### config.mk
export PLATFORM = sky130hd
export DESIGN_NAME = jtkiwi_gfxrom_arb
export DESIGN_NICKNAME = d
export VERILOG_FILES = /design/src/rtl/jtkiwi_gfxrom_arb.sv
export SDC_FILE = /design/constraint.sdc
export NUM_CORES = 1
export LEC_CHECK = 0
export CAP_MARGIN = 20
export CORE_MARGIN = 1
export CORE_UTILIZATION = 43
export CTS_CLUSTER_SIZE = 40
export DETAILED_ROUTE_END_ITERATION = 10
export GPL_ROUTABILITY_DRIVEN = 0
export GPL_TIMING_DRIVEN = 1
export PLACE_DENSITY_LB_ADDON = 0.2
export SYNTH_ARGS = -nofsm -noshare
export SYNTH_HDL_FRONTEND = slang
export SYNTH_SLANG_ARGS = --single-unit
### constraint.sdc
create_clock -name clk -period 1.8 [get_ports clk]
set_clock_uncertainty 0.1 [all_clocks]
set_input_delay 0.18 -clock clk [delete_from_list [all_inputs] [get_ports clk]]
set_output_delay 0.18 -clock clk [all_outputs]
set_load 0.01 [all_outputs]
### src/rtl/jtkiwi_gfxrom_arb.sv
// jtkiwi_gfxrom_arb
// Shares the single SDRAM graphics-ROM slot between the scroll tile fetcher
// (scr_*) and the object fetcher (obj_*). Each requester has a one-entry
// 32-bit word cache. A hit answers combinationally. A miss is sequenced through
// the SDRAM slot with round-robin arbitration when both ports miss together.
//
// Ports
//   clk, rst       system clock, synchronous active-high reset
//   flush          invalidates both caches; also discards an in-flight read
//   scr_cs/addr    scroll request and 32-bit word address [19:2]
//   scr_data/ok    cached scroll word; ok = cs & hit for the current address
//   obj_*          same for the object port
//   rom_cs/addr    SDRAM request and word address (registered)
//   rom_data/ok    SDRAM read data and data-valid strobe
//   tout           sticky timeout flag, cleared only by rst
module jtkiwi_gfxrom_arb #(
  parameter logic [7:0] TOUT = 8'd255
) (
  input  logic        clk,
  input  logic        rst,
  input  logic        flush,

  input  logic        scr_cs,
  input  logic [19:2] scr_addr,
  output logic [31:0] scr_data,
  output logic        scr_ok,

  input  logic        obj_cs,
  input  logic [19:2] obj_addr,
  output logic [31:0] obj_data,
  output logic        obj_ok,

  output logic        rom_cs,
  output logic [19:2] rom_addr,
  input  logic [31:0] rom_data,
  input  logic        rom_ok,

  output logic        tout
);

  typedef enum logic [1:0] {
    ST_IDLE,
    ST_WAIT,
    ST_GAP
  } state_t;

  typedef enum logic {
    PORT_SCR,
    PORT_OBJ
  } port_t;

  state_t      state, state_nxt;
  port_t       gnt, last, gnt_sel;

  logic [19:2] scr_caddr, obj_caddr;
  logic [31:0] scr_cdata, obj_cdata;
  logic        scr_cvalid, obj_cvalid;

  logic [7:0]  cnt;
  logic        armed;   // low during the first WAIT cycle, when rom_ok may be stale
  logic        drop;    // set by flush in WAIT: in-flight result must not be cached

  logic        scr_hit, obj_hit;
  logic        scr_pend, obj_pend;

  logic        grant_en;
  logic        done;    // accepted rom_ok
  logic        abort;   // timeout
  logic        fill;
  logic        cnt_inc;

  assign scr_hit  = scr_cvalid && (scr_addr == scr_caddr);
  assign obj_hit  = obj_cvalid && (obj_addr == obj_caddr);
  assign scr_pend = scr_cs && !scr_hit;
  assign obj_pend = obj_cs && !obj_hit;

  assign scr_ok   = scr_cs && scr_hit;
  assign obj_ok   = obj_cs && obj_hit;
  assign scr_data = scr_cdata;
  assign obj_data = obj_cdata;

  // Next-state and control strobes
  always_comb begin
    state_nxt = state;
    grant_en  = 1'b0;
    gnt_sel   = PORT_SCR;
    done      = 1'b0;
    abort     = 1'b0;
    fill      = 1'b0;
    cnt_inc   = 1'b0;
    unique case (state)
      ST_IDLE: begin
        if (scr_pend && obj_pend) begin
          gnt_sel  = (last == PORT_OBJ) ? PORT_SCR : PORT_OBJ;
          grant_en = 1'b1;
        end else if (scr_pend) begin
          gnt_sel  = PORT_SCR;
          grant_en = 1'b1;
        end else if (obj_pend) begin
          gnt_sel  = PORT_OBJ;
          grant_en = 1'b1;
        end
        if (grant_en) state_nxt = ST_WAIT;
      end
      ST_WAIT: begin
        if (armed && rom_ok) begin
          done      = 1'b1;
          // a flush in this very cycle also discards the result
          fill      = !(drop || flush);
          state_nxt = ST_GAP;
        end else if (cnt == TOUT) begin
          abort     = 1'b1;
          state_nxt = ST_GAP;
        end else begin
          cnt_inc   = 1'b1;
        end
      end
      ST_GAP: begin
        state_nxt = ST_IDLE;
      end
      default: begin
        state_nxt = ST_IDLE;
      end
    endcase
  end

  // State register
  always_ff @(posedge clk) begin
    if (rst) state <= ST_IDLE;
    else     state <= state_nxt;
  end

  // Datapath, caches and SDRAM request
  always_ff @(posedge clk) begin
    if (rst) begin
      rom_cs     <= 1'b0;
      rom_addr   <= '0;
      gnt        <= PORT_SCR;
      last       <= PORT_OBJ;
      cnt        <= '0;
      armed      <= 1'b0;
      drop       <= 1'b0;
      tout       <= 1'b0;
      scr_caddr  <= '0;
      scr_cdata  <= '0;
      scr_cvalid <= 1'b0;
      obj_caddr  <= '0;
      obj_cdata  <= '0;
      obj_cvalid <= 1'b0;
    end else begin
      if (grant_en) begin
        rom_addr <= (gnt_sel == PORT_OBJ) ? obj_addr : scr_addr;
        rom_cs   <= 1'b1;
        gnt      <= gnt_sel;
        cnt      <= '0;
        armed    <= 1'b0;
      end

      if (state == ST_WAIT) armed <= 1'b1;
      if (cnt_inc)          cnt   <= cnt + 8'd1;

      if (fill) begin
        if (gnt == PORT_OBJ) begin
          obj_caddr  <= rom_addr;
          obj_cdata  <= rom_data;
          obj_cvalid <= 1'b1;
        end else begin
          scr_caddr  <= rom_addr;
          scr_cdata  <= rom_data;
          scr_cvalid <= 1'b1;
        end
      end

      if (flush) begin
        scr_cvalid <= 1'b0;
        obj_cvalid <= 1'b0;
        if (state == ST_WAIT) drop <= 1'b1;
      end

      // Entering GAP ends the access; this also overrides a same-cycle drop set
      if (done || abort) begin
        rom_cs <= 1'b0;
        last   <= gnt;
        drop   <= 1'b0;
      end

      if (abort) tout <= 1'b1;
    end
  end

endmodule

; ---- Word-level counts from Yosys, hierarchy flattened
; Index checks and enable logic that the tools add are counted.
; Widths: inputs -> output; s select.
[classes]
n_shift = 0
bitwise = 1
div = 0
n_eq_ne = 6
addsub = 1
multipliers = 0
order_cmp = 0
mux = 28
n_reduce_logical = 22
[op_table]
columns = op, count
row1 = $eq 18x18->1, 2
row2 = $mux 1, 21
row3 = $mux 18, 1
row4 = $mux 8, 2
row5 = $add 8x1->8 const B, 1
row6 = $eq 8x8->1 const B, 1
row7 = $logic_and 1x1->1, 8
row8 = $reduce_and 2->1, 4
row9 = $mux 2, 3
row10 = $pmux 2 s2, 1
row11 = $reduce_bool 2->1, 2
row12 = $reduce_or 2->1, 2
row13 = $logic_not 1->1, 3
row14 = $ne 3x3->1 const B, 1
row15 = $eq 2x1->1 const B, 1
row16 = $logic_not 2->1, 1
row17 = $logic_or 1x1->1, 2
row18 = $ne 2x2->1 const B, 1
row19 = $not 1->1, 1
[totals]
in_bits = 74
out_inout_bits = 86
n_memories = 0
ramBits = 0
wordCells = 73
latchBits = 0
rom_bits = 0
ff_bits = 136

; ---- Logic depth before layout (Yosys ltp)
; Gate-level depths: netlist of run 1.
[logic_depth]
depth_word = 11
ltp_mapped = 8

; ---- Worst setup path after synthesis of run 1
; Ideal clock, no wire load.
[synth_path]
path_kind = register -> register
start = register cnt[0]
end = register cnt[5]
arrival_time_ps = 1682
setup_ps = 91
setup_slack_ps = -73
n_path_buf = 0
path_stages_with_launch = 7
t_required_ps = 1609
cell_sequence = dfxtp_1 > ha_1 > and3_1 > nand3_1 > o21ai_1 > nand3_1 > a311oi_1
[synth_via]
elab_chain_len = 5
[synth_rtl]
columns = element, line
row1 = start: declaration, 59  ; logic [7:0] cnt;
row2 = start signal: assignment, 160  ; if (cnt_inc) cnt <= cnt + 8'd1;
row3 = $eq 8x8->1, 111  ; end else if (cnt == TOUT) begin
row4 = $mux 1, 111
row5 = $mux 1, 106  ; if (armed && rom_ok) begin
row6 = $mux 1, 91  ; unique case (state)
row7 = $mux 8 / $reduce_bool 2->1 (equally long branches), -
; Parallel ways exist; a longest one is shown, timed or not.
; A chain may end at the register's enable or synchronous reset.

; ---- Worst setup path in the final report of run 1
[layout_path]
start = register scr_caddr[18] in the netlist's numbering
end = register rom_addr[11] in the netlist's numbering
[layout_via]
elab_chain_len = 8
[layout_rtl]
columns = element, line
row1 = start: declaration, 55  ; logic [19:2] scr_caddr, obj_caddr;
row2 = start signal: assignment, 168  ; scr_caddr <= rom_addr;
row3 = $eq 18x18->1 (*), 72  ; assign scr_hit = scr_cvalid && (scr_addr == scr_caddr);
row4 = $logic_and 1x1->1 (*), 72
row5 = $logic_not 1->1 (*), 74  ; assign scr_pend = scr_cs && !scr_hit;
row6 = $logic_and 1x1->1 (*), 74
row7 = $mux 1 / $logic_and 1x1->1 (equally long branches), "96, 93"
row8 = $mux 1, 93  ; if (scr_pend && obj_pend) begin
row9 = $mux 1, 91
row10 = $mux 18 / $mux 1 (equally long branches), "152, 91"
row11 = end signal: assignment, 152  ; rom_addr <= (gnt_sel == PORT_OBJ) ? obj_addr : scr_addr;
row12 = end: declaration, 34  ; output logic [19:2] rom_addr,
; Mark *: on every way between the ends. The rest lies on a longest branch, timed or not. The select of a mux whose other input is x is not followed.

==> impl_summary.txt, run 1 <==
----------------------------------------------------
[Setup path]
  Cells along the critical path ... xnor2_2 > nand4_1 > nor4_4 > buf_4 > a21o_4 > buf_16 > nand3_1 > a311oi_1
  Number of cells on the critical path ... 8
  Largest driver fanout on the critical path ... 9
  Worst reg2reg path depth ... 8
  Crit path arrival time ... 2.36 ns
  Setup CP Type ... reg -> reg
  Largest delay contributor family on the critical path ... simple AND/OR/NAND/NOR gates
  Master of the slowest instance on the critical path ... sky130_fd_sc_hd__dfxtp_1
  Number of buffer and inverter stages on the critical path ... 2
  Worst stage delay on the critical path ... 0.33 ns
  Type of destination of the critical path ... flip-flop
  Data required time at the worst endpoint ... 2.03 ns
  Critical path startpoint category ... flip-flop

[Run status]
  Violations in the final reports ... negative setup slack
  Run status ... finished with violations

[Worst hold path]
  Hold WC Path Type ... in -> reg
  WHS Path Cells ... 3

[Finish]
  Area Growth Syn to Fin ... 63.5%
  Antenna diodes ... 0
  Layout cells sized above 1 ... 22.6%
  Nets ... 961
  Filler instances ... 878

[Timing]
  Final worst path period share ... 118%
  Setup Total Neg Slack ... -7.47 ns
  Max-slew violation count ... 0
  Fmax achieved ... 470 MHz
  Number of failing setup endpoints in the final timing report ... 33
  Worst slew pin tran ... 0.615 ns
  Final critical delay including setup and external delays ... 2.13 ns
  Setup slack after layout ... -0.326 ns
  RSZ-0062 raised after global routing ... yes
  Count of final hold-check violations ... 0
  Max transition margin ... 59.0%

[Synthesis]
  Largest cells by area after synthesis ... sky130_fd_sc_hd__dfxtp_1, sky130_fd_sc_hd__nand2_1, sky130_fd_sc_hd__a21oi_1
  Area share of the leading cell type in the synthesized netlist ... 49.4%
  Post-synth EDFFs ... 0
  Asr flop ratio synth ... 0%
  Post-Syn Nets ... 761
  Post-synthesis instance total ... 686
  Sequential fraction of the synthesis area ... 49.4%
  Yosys top cell by area ... sky130_fd_sc_hd__dfxtp_1
  Yosys warning count ... 0
  Distinct cells, synth ... 39
  Most frequently used cell type in the post-synthesis netlist ... sky130_fd_sc_hd__nand2_1
  Total standard cell area after synthesis ... 5510 um^2
  Synth Flop Type ... sky130_fd_sc_hd__dfxtp_1
  Number of register bits inferred by synthesis ... 136
  Average cell area after synthesis ... 8.03 um^2
  Most common library cells after synthesis ... sky130_fd_sc_hd__nand2_1, sky130_fd_sc_hd__dfxtp_1, sky130_fd_sc_hd__a21oi_1, sky130_fd_sc_hd__xnor2_1, sky130_fd_sc_hd__clkbuf_1

[Clock tree]
  TritonCTS sink count ... 136
  Buffer cell driving the clock tree root ... sky130_fd_sc_hd__clkbuf_16
  Clock tree from TritonCTS ... yes
  Number of hold-repair buffers added at the cts stage ... 0
  Clock-pin slew on the worst setup and hold paths ... 0.06 ns
  CTS buffer count ... 17
  Skew-Pair Late Insertion Delay ... 0.43 ns
  Maximum clock insertion buffer count ... 2
  Deepest level of the CTS H-tree ... 4

[Routing]
  Post-detailed-route count of antenna-violating nets ... 0
  Post-route DRC violation count ... 0
  Initial drt markers ... 546
  Via density ... 5.48
  Total iterations of the first detailed-routing run ... 6
  Routed WL ... 19.1 mm
  Wire length per cell after detailed routing ... 17.9 um
  Number of vias in the routed layout ... 5847

[Pwr]
  Gate power share ... 13.9%
  Internal power ... 0.00573 W
  Peak ir drop on the vdd network ... 0.506 mV
  Sequential fraction of design power ... 41.8%
  Part of the power in the clock network ... 44.3%
  Total power after layout ... 0.00759 W
  Switching part of the total power ... 24.5%
  Power density over cell area ... 843 nW/um^2
  P_sw ... 0.00186 W
  Leakage power of the design ... 3.11 nW

[Global route]
  Met3 track demand over resource ... 6.48%
  GRT Max-Usage Layer ... met2
  Pin count of the biggest net entering global routing ... 51
  Global Route met2 Usage ... 44.7%
  Gr usage total ... 26.6%
  First-pass GRT wire length ... 27.0 mm
  Routing usage on met1 ... 32.3%
  Antenna violations before repair ... 0
  Grt total ovfl ... 0
  Number of global-route vias before repair ... 5472

[Floorplanning]
  Die ar. ... 13300 um^2
  Number of top-level design ports ... 160
  Y dimension of the die ... 115 um
  Total number of placement rows ... 40
  Width of the die ... 115 um
  Initial core utilization ... 44.9%
  Core Box Area ... 12300 um^2

[Placement]
  Port-buffer cells ... 159
  Detail Placement HPWL ... 12.0 mm

[Job]
  Number of violations of the max-capacitance limit ... 0

----------------------------------------------------
==> layout by cell type, fill, tap and decap left out, drive strengths merged, types with 5 or more instances in the layout <==
master           n
a21oi          111
a311oi          22
buf             69
clkbuf          28
clkdlybuf4s50  155
clkinv           5
dfxtp          136
nand2          215
nand3           23
nand4            9
nor2            10
nor3            26
o21ai           20
xnor2           30
xor2             6
==> power by group through the flow <==
stage / clock (W) / combinational, W / sequential, W
after detailed placement: 0 / 0.000848 / 0.00322
after floorplan: 0 / 0.000326 / 0.00323
after CTS: 0.00339 / 0.000934 / 0.00316
after global routing: 0.00352 / 0.00111 / 0.00317
after global placement: 0 / 0.000836 / 0.00322
final: 0.00336 / 0.00106 / 0.00317
==> through the flow <==
stage	hold WS, ns	setup slack (ns)	utilization [%]	area, um^2	instances
6_report	0.0916	-0.326	73.4	9000	1067
5_1_grt	0.0864	-0.369	73.4	9000	1067
4_1_cts	0.127	-0.255	69.9	8570	1058
3_5_place_dp	0.347	-0.751	62.8	7700	1023
3_3_place_gp	0.341	-0.685	62.8	7700	1023
2_1_floorplan	0.159	-0.0526	-	5520	686
==> repair_timing <==
item | in CTS | in global routing
endpoints found under the setup margin | 68 | 131
pin swaps | 29 | 30
resized for setup | 64 | 66
setup buffers | 2 | 2
cloned | 1 | 7
==> kinds of logic (layout without fill, tap and decap cells) <==
family                   count (synthesis)  in the layout  synth area share [%]
AND/OR/NAND/NOR                        299            300                  23.2
AO/OA/AOI/OAI                          163            163                  16.9
flip-flops                             136            136                  49.4
buffers and inverters                   50            262                  4.39
XOR/XNOR                                36             36                  5.73
adder cells (fa/ha/maj)                  1              1                 0.227
multiplexers                             1              1                 0.182
==> state kept, by name, indices dropped and copies added, names as in the netlist <==
register and count:
armed 1, cnt 8, drop 1, gnt 1, last 1, obj_caddr 18
obj_cvalid 1, obj_data 32, rom_addr 18, rom_cs 1, scr_caddr 18, scr_cvalid 1
scr_data 32, state 2, tout 1
==> routing by layer <==
| metal | share of wire, % | up-vias |
|---|---|---|
| li1 | - | 2743 |
| met1 | 41 | 2769 |
| met2 | 49 | 280 |
| met3 | 6.7 | 55 |
| met4 | 3.5 | 0 |
| met5 | 0 | - |
==> tightest hold or removal path, stage by stage <==
cell	delay (ns)
sky130_fd_sc_hd__dlymetal6s2s_1	0.19
sky130_fd_sc_hd__o21ai_2	0.09
sky130_fd_sc_hd__a311oi_2	0.09
==> final timing paths <==
| kind | from | end | slack, ns |
|---|---|---|---|
| max | scr_caddr[18]$_SDFFE_PP0P_ | rom_addr[11]$_SDFFE_PP0P_ | -0.33 |
| min | scr_addr[9] | rom_addr[9]$_SDFFE_PP0P_ | 0.09 |
| max reg2reg | scr_caddr[18]$_SDFFE_PP0P_ | rom_addr[11]$_SDFFE_PP0P_ | -0.33 |
| min reg2reg | obj_data[13]$_SDFFE_PP0P_ | obj_data[13]$_SDFFE_PP0P_ | 0.35 |
==> layout make-up <==
cell class              instances  area, um^2  share of cell area, %
well taps                     168         210                   2.33
clock buffers                  24         472                   5.24
repair buffers                229        2440                   27.1
flip-flops and latches        136        2740                   30.5
clock inverters                 8        96.3                   1.07
inverters                       1        3.75                 0.0417
multi-input cells             501        3040                   33.8
Power figures use the tool's default switching activity.
==> inputs of run 2 (changes only) <==
--- a/config.mk
+++ b/config.mk
@@ -8,11 +8,13 @@
 export CAP_MARGIN = 20
 export CORE_MARGIN = 1
 export CORE_UTILIZATION = 43
+export CTS_CLUSTER_DIAMETER = 100
 export CTS_CLUSTER_SIZE = 40
 export DETAILED_ROUTE_END_ITERATION = 10
 export GPL_ROUTABILITY_DRIVEN = 0
 export GPL_TIMING_DRIVEN = 1
 export PLACE_DENSITY_LB_ADDON = 0.2
+export SLEW_MARGIN = 25
 export SYNTH_ARGS = -nofsm -noshare
 export SYNTH_HDL_FRONTEND = slang
 export SYNTH_SLANG_ARGS = --single-unit
==> results of run 2 <==
The final DEF is identical to that of run 1; final timing and power are the same.
==> inputs of run 3 (changes only) <==
--- a/config.mk
+++ b/config.mk
@@ -6,14 +6,16 @@
 export NUM_CORES = 1
 export LEC_CHECK = 0
 export CAP_MARGIN = 20
+export CORE_ASPECT_RATIO = 0.75
 export CORE_MARGIN = 1
-export CORE_UTILIZATION = 43
+export CORE_UTILIZATION = 51
 export CTS_CLUSTER_DIAMETER = 100
 export CTS_CLUSTER_SIZE = 40
 export DETAILED_ROUTE_END_ITERATION = 10
 export GPL_ROUTABILITY_DRIVEN = 0
 export GPL_TIMING_DRIVEN = 1
 export PLACE_DENSITY_LB_ADDON = 0.2
+export SETUP_SLACK_MARGIN = 0.02
 export SLEW_MARGIN = 25
 export SYNTH_ARGS = -nofsm -noshare
 export SYNTH_HDL_FRONTEND = slang
==> constraint.sdc (replaced) <==
create_clock -name clk -period 2.6 [get_ports clk]
set_clock_uncertainty 0.1 [all_clocks]
set_input_delay 0.26 -clock clk [delete_from_list [all_inputs] [get_ports clk]]
set_output_delay 0.26 -clock clk [all_outputs]
set_load 0.01 [all_outputs]
==> impl_summary.txt, run 3 (same netlist as run 1, synthesis figures left out) <==
----------------------------------------------------
[Global route]
  Global Route met2 Usage ... 50.0% (was 44.7%)
  Grt total ovfl ... 0 (unchanged)
  Met3 track demand over resource ... 9.95% (was 6.48%)
  Pin count of the biggest net entering global routing ... 60 (was 51)
  Routing usage on met1 ... 39.5% (was 32.3%)
  Gr usage total ... 31.7% (was 26.6%)
  Number of global-route vias before repair ... 5416 (was 5472)
  First-pass GRT wire length ... 27.4 mm (was 27.0 mm)
  Antenna violations before repair ... 0 (unchanged)
  GRT Max-Usage Layer ... met2 (unchanged)

[Setup path]
  Master of the slowest instance on the critical path ... sky130_fd_sc_hd__clkdlybuf4s50_1 (was sky130_fd_sc_hd__dfxtp_1)
  Crit path arrival time ... 2.58 ns (was 2.36 ns)
  Cells along the critical path ... clkdlybuf4s50_1 > xnor2_2 > nand4_1 > nor4_4 > a21o_1 > buf_4 > o21ai_0 > a311oi_1 (was xnor2_2 > nand4_1 > nor4_4 > buf_4 > a21o_4 > buf_16 > nand3_1 > a311oi_1)
  Type of destination of the critical path ... flip-flop (unchanged)
  Setup CP Type ... in -> reg (was reg -> reg)
  Largest driver fanout on the critical path ... 17 (was 9)
  Worst stage delay on the critical path ... 0.47 ns (was 0.33 ns)
  Critical path startpoint category ... input port (was flip-flop)
  Data required time at the worst endpoint ... 2.79 ns (was 2.03 ns)

[Clock tree]
  Maximum clock insertion buffer count ... 2 (unchanged)
  Buffer cell driving the clock tree root ... sky130_fd_sc_hd__clkbuf_16 (unchanged)
  CTS buffer count ... 17 (unchanged)
  TritonCTS sink count ... 136 (unchanged)
  Deepest level of the CTS H-tree ... 4 (unchanged)
  Skew-Pair Late Insertion Delay ... 0.42 ns (was 0.43 ns)
  Clock-pin slew on the worst setup and hold paths ... 0.05 ns (was 0.06 ns)
  Clock tree from TritonCTS ... yes (unchanged)

[Timing]
  RSZ-0062 raised after global routing ... no (was yes)
  Final worst path period share ... 91.8%
  Fmax achieved ... 419 MHz
  Count of final hold-check violations ... 0 (unchanged)
  Max-slew violation count ... 0 (unchanged)
  Number of failing setup endpoints in the final timing report ... 0 (was 33)
  Worst slew pin tran ... 1.01 ns (was 0.615 ns)
  Worst hold slack ... 0.157 ns (was 0.0916 ns)
  Final critical delay including setup and external delays ... 2.39 ns
  Max transition margin ... 32.5% (was 59.0%)
  Setup Total Neg Slack ... 0 ns (was -7.47 ns)

[Pwr]
  Gate power share ... 9.9% (was 13.9%)
  Sequential fraction of design power ... 40.5% (was 41.8%)
  Switching part of the total power ... 22.7% (was 24.5%)
  Peak ir drop on the vdd network ... 0.567 mV (was 0.506 mV)
  P_sw ... 0.00123 W (was 0.00186 W)
  Power density over cell area ... 679 nW/um^2 (was 843 nW/um^2)
  Part of the power in the clock network ... 49.5% (was 44.3%)
  Internal power ... 0.00418 W (was 0.00573 W)
  Leakage power of the design ... 2.73 nW (was 3.11 nW)

[Routing]
  Post-detailed-route count of antenna-violating nets ... 0 (unchanged)
  Via density ... 5.68 (was 5.48)
  Total iterations of the first detailed-routing run ... 5 (was 6)
  Post-route DRC violation count ... 0 (unchanged)
  Routed WL ... 17.3 mm (was 19.1 mm)
  Initial drt markers ... 378 (was 546)
  Wire length per cell after detailed routing ... 17.5 um (was 17.9 um)
  Number of vias in the routed layout ... 5595 (was 5847)

[Finish]
  Final standard cell utilization of the core ... 76.6% (was 73.4%)
  Cell area after layout ... 7980 um^2 (was 9000 um^2)
  Area Growth Syn to Fin ... 44.8% (was 63.5%)
  Commonest non-fill, non-tap cells in the layout ... sky130_fd_sc_hd__nand2_1, sky130_fd_sc_hd__clkdlybuf4s50_1, sky130_fd_sc_hd__dfxtp_1, sky130_fd_sc_hd__a21oi_1, sky130_fd_sc_hd__xnor2_1 (was sky130_fd_sc_hd__nand2_1, sky130_fd_sc_hd__clkdlybuf4s50_1, sky130_fd_sc_hd__dfxtp_1, sky130_fd_sc_hd__a21oi_1, sky130_fd_sc_hd__buf_4)
  Filler instances ... 724 (was 878)
  Commonest non-fill, non-tap cell in the layout ... sky130_fd_sc_hd__nand2_1 (unchanged)
  Nets ... 911 (was 961)
  Count of non-filler cells in the finished layout ... 985 (was 1067)
  Layout cells sized above 1 ... 8.24% (was 22.6%)
  Antenna diodes ... 0 (unchanged)

[Placement]
  Post-detailed-placement cell area ... 7260 um^2 (was 7700 um^2)
  Instance count after placement with tap cells included ... 952 (was 1023)
  Detail Placement HPWL ... 11.5 mm (was 12.0 mm)
  Port-buffer cells ... 159 (unchanged)

[Floorplanning]
  Die ar. ... 11200 um^2 (was 13300 um^2)
  Number of top-level design ports ... 160 (unchanged)
  Total number of placement rows ... 32 (was 40)
  Width of the die ... 122 um (was 115 um)
  Initial core utilization ... 52.9% (was 44.9%)
  Core Box Area ... 10400 um^2 (was 12300 um^2)
  Y dimension of the die ... 92.0 um (was 115 um)

[Worst hold path]
  Hold WC Path Type ... in -> reg (unchanged)

[Job]
  Number of violations of the max-capacitance limit ... 0 (unchanged)

[Run status]
  Run status ... complete, no violations (was finished with violations)

----------------------------------------------------
==> run 3: final cells by class <==
| cell class | count | area (um^2) | share of cell area [%] |
|---|---|---|---|
| Sequential cell | 136 | 2730 | 34.2 |
| Multi-Input combinational cell | 500 | 2590 | 32.5 |
| Timing Repair Buffer | 180 | 1820 | 22.8 |
| Clock buffer | 22 | 474 | 5.95 |
| Clock inverter | 10 | 190 | 2.38 |
| Tap cell | 136 | 170 | 2.13 |
| Inverter | 1 | 3.75 | 0.0471 |
==> run 3: what timing repair did <==
action,CTS,global route
buffers inserted,1,0
hold buffers,0,0
resized for setup,1,10
endpoints found under the setup margin,1,2
pin swaps,1,6
gates cloned,0,0
==> run 3: power by group through the flow <==
stage / logic (W) / registers (W) / clock network (W)
after floorplan: 0.000222 / 0.00223 / 0
after global placement: 0.000507 / 0.00223 / 0
after detailed placement: 0.000516 / 0.00224 / 0
after CTS: 0.000526 / 0.00219 / 0.00271
after global routing: 0.000569 / 0.00220 / 0.00282
final: 0.000536 / 0.00220 / 0.00268
==> run 3: metrics by stage <==
stage	power, W	setup WS, ns
after floorplan	0.00246	0.727
after global placement	0.00274	-0.0388
after detailed placement	0.00275	-0.107
after CTS	0.00543	0.0232
after global routing	0.00559	0.142
final	0.00542	0.212
==> run 3: path summary, 6_finish.rpt <==
check	slack, ns	from	end	depth (start not counted)
worst min register to register	0.35	obj_data[24]$_SDFFE_PP0P_	obj_data[24]$_SDFFE_PP0P_	2
worst max register to register	0.23	obj_caddr[16]$_SDFFE_PP0P_	rom_addr[4]$_SDFFE_PP0P_	7
worst max-delay path	0.21	obj_addr[16]	rom_addr[4]$_SDFFE_PP0P_	8
worst min-delay path	0.16	obj_addr[5]	rom_addr[5]$_SDFFE_PP0P_	3
==> run 3: worst max-delay path, delay by kind of cell <==
kind	cells	cell delay [ns]
AO/OA/AOI/OAI	3	0.80
XOR/XNOR	1	0.22
buffers and inverters	2	0.74
AND/OR/NAND/NOR	2	0.54
==> run 3: per-layer routing <==
metal,vias to the layer above,part of all wire (%),routed length [um]
met4,0,2.8,476
met1,2634,41,7030
met2,279,47,8070
li1,2637,-,-
met5,-,0,0
met3,45,9.8,1700
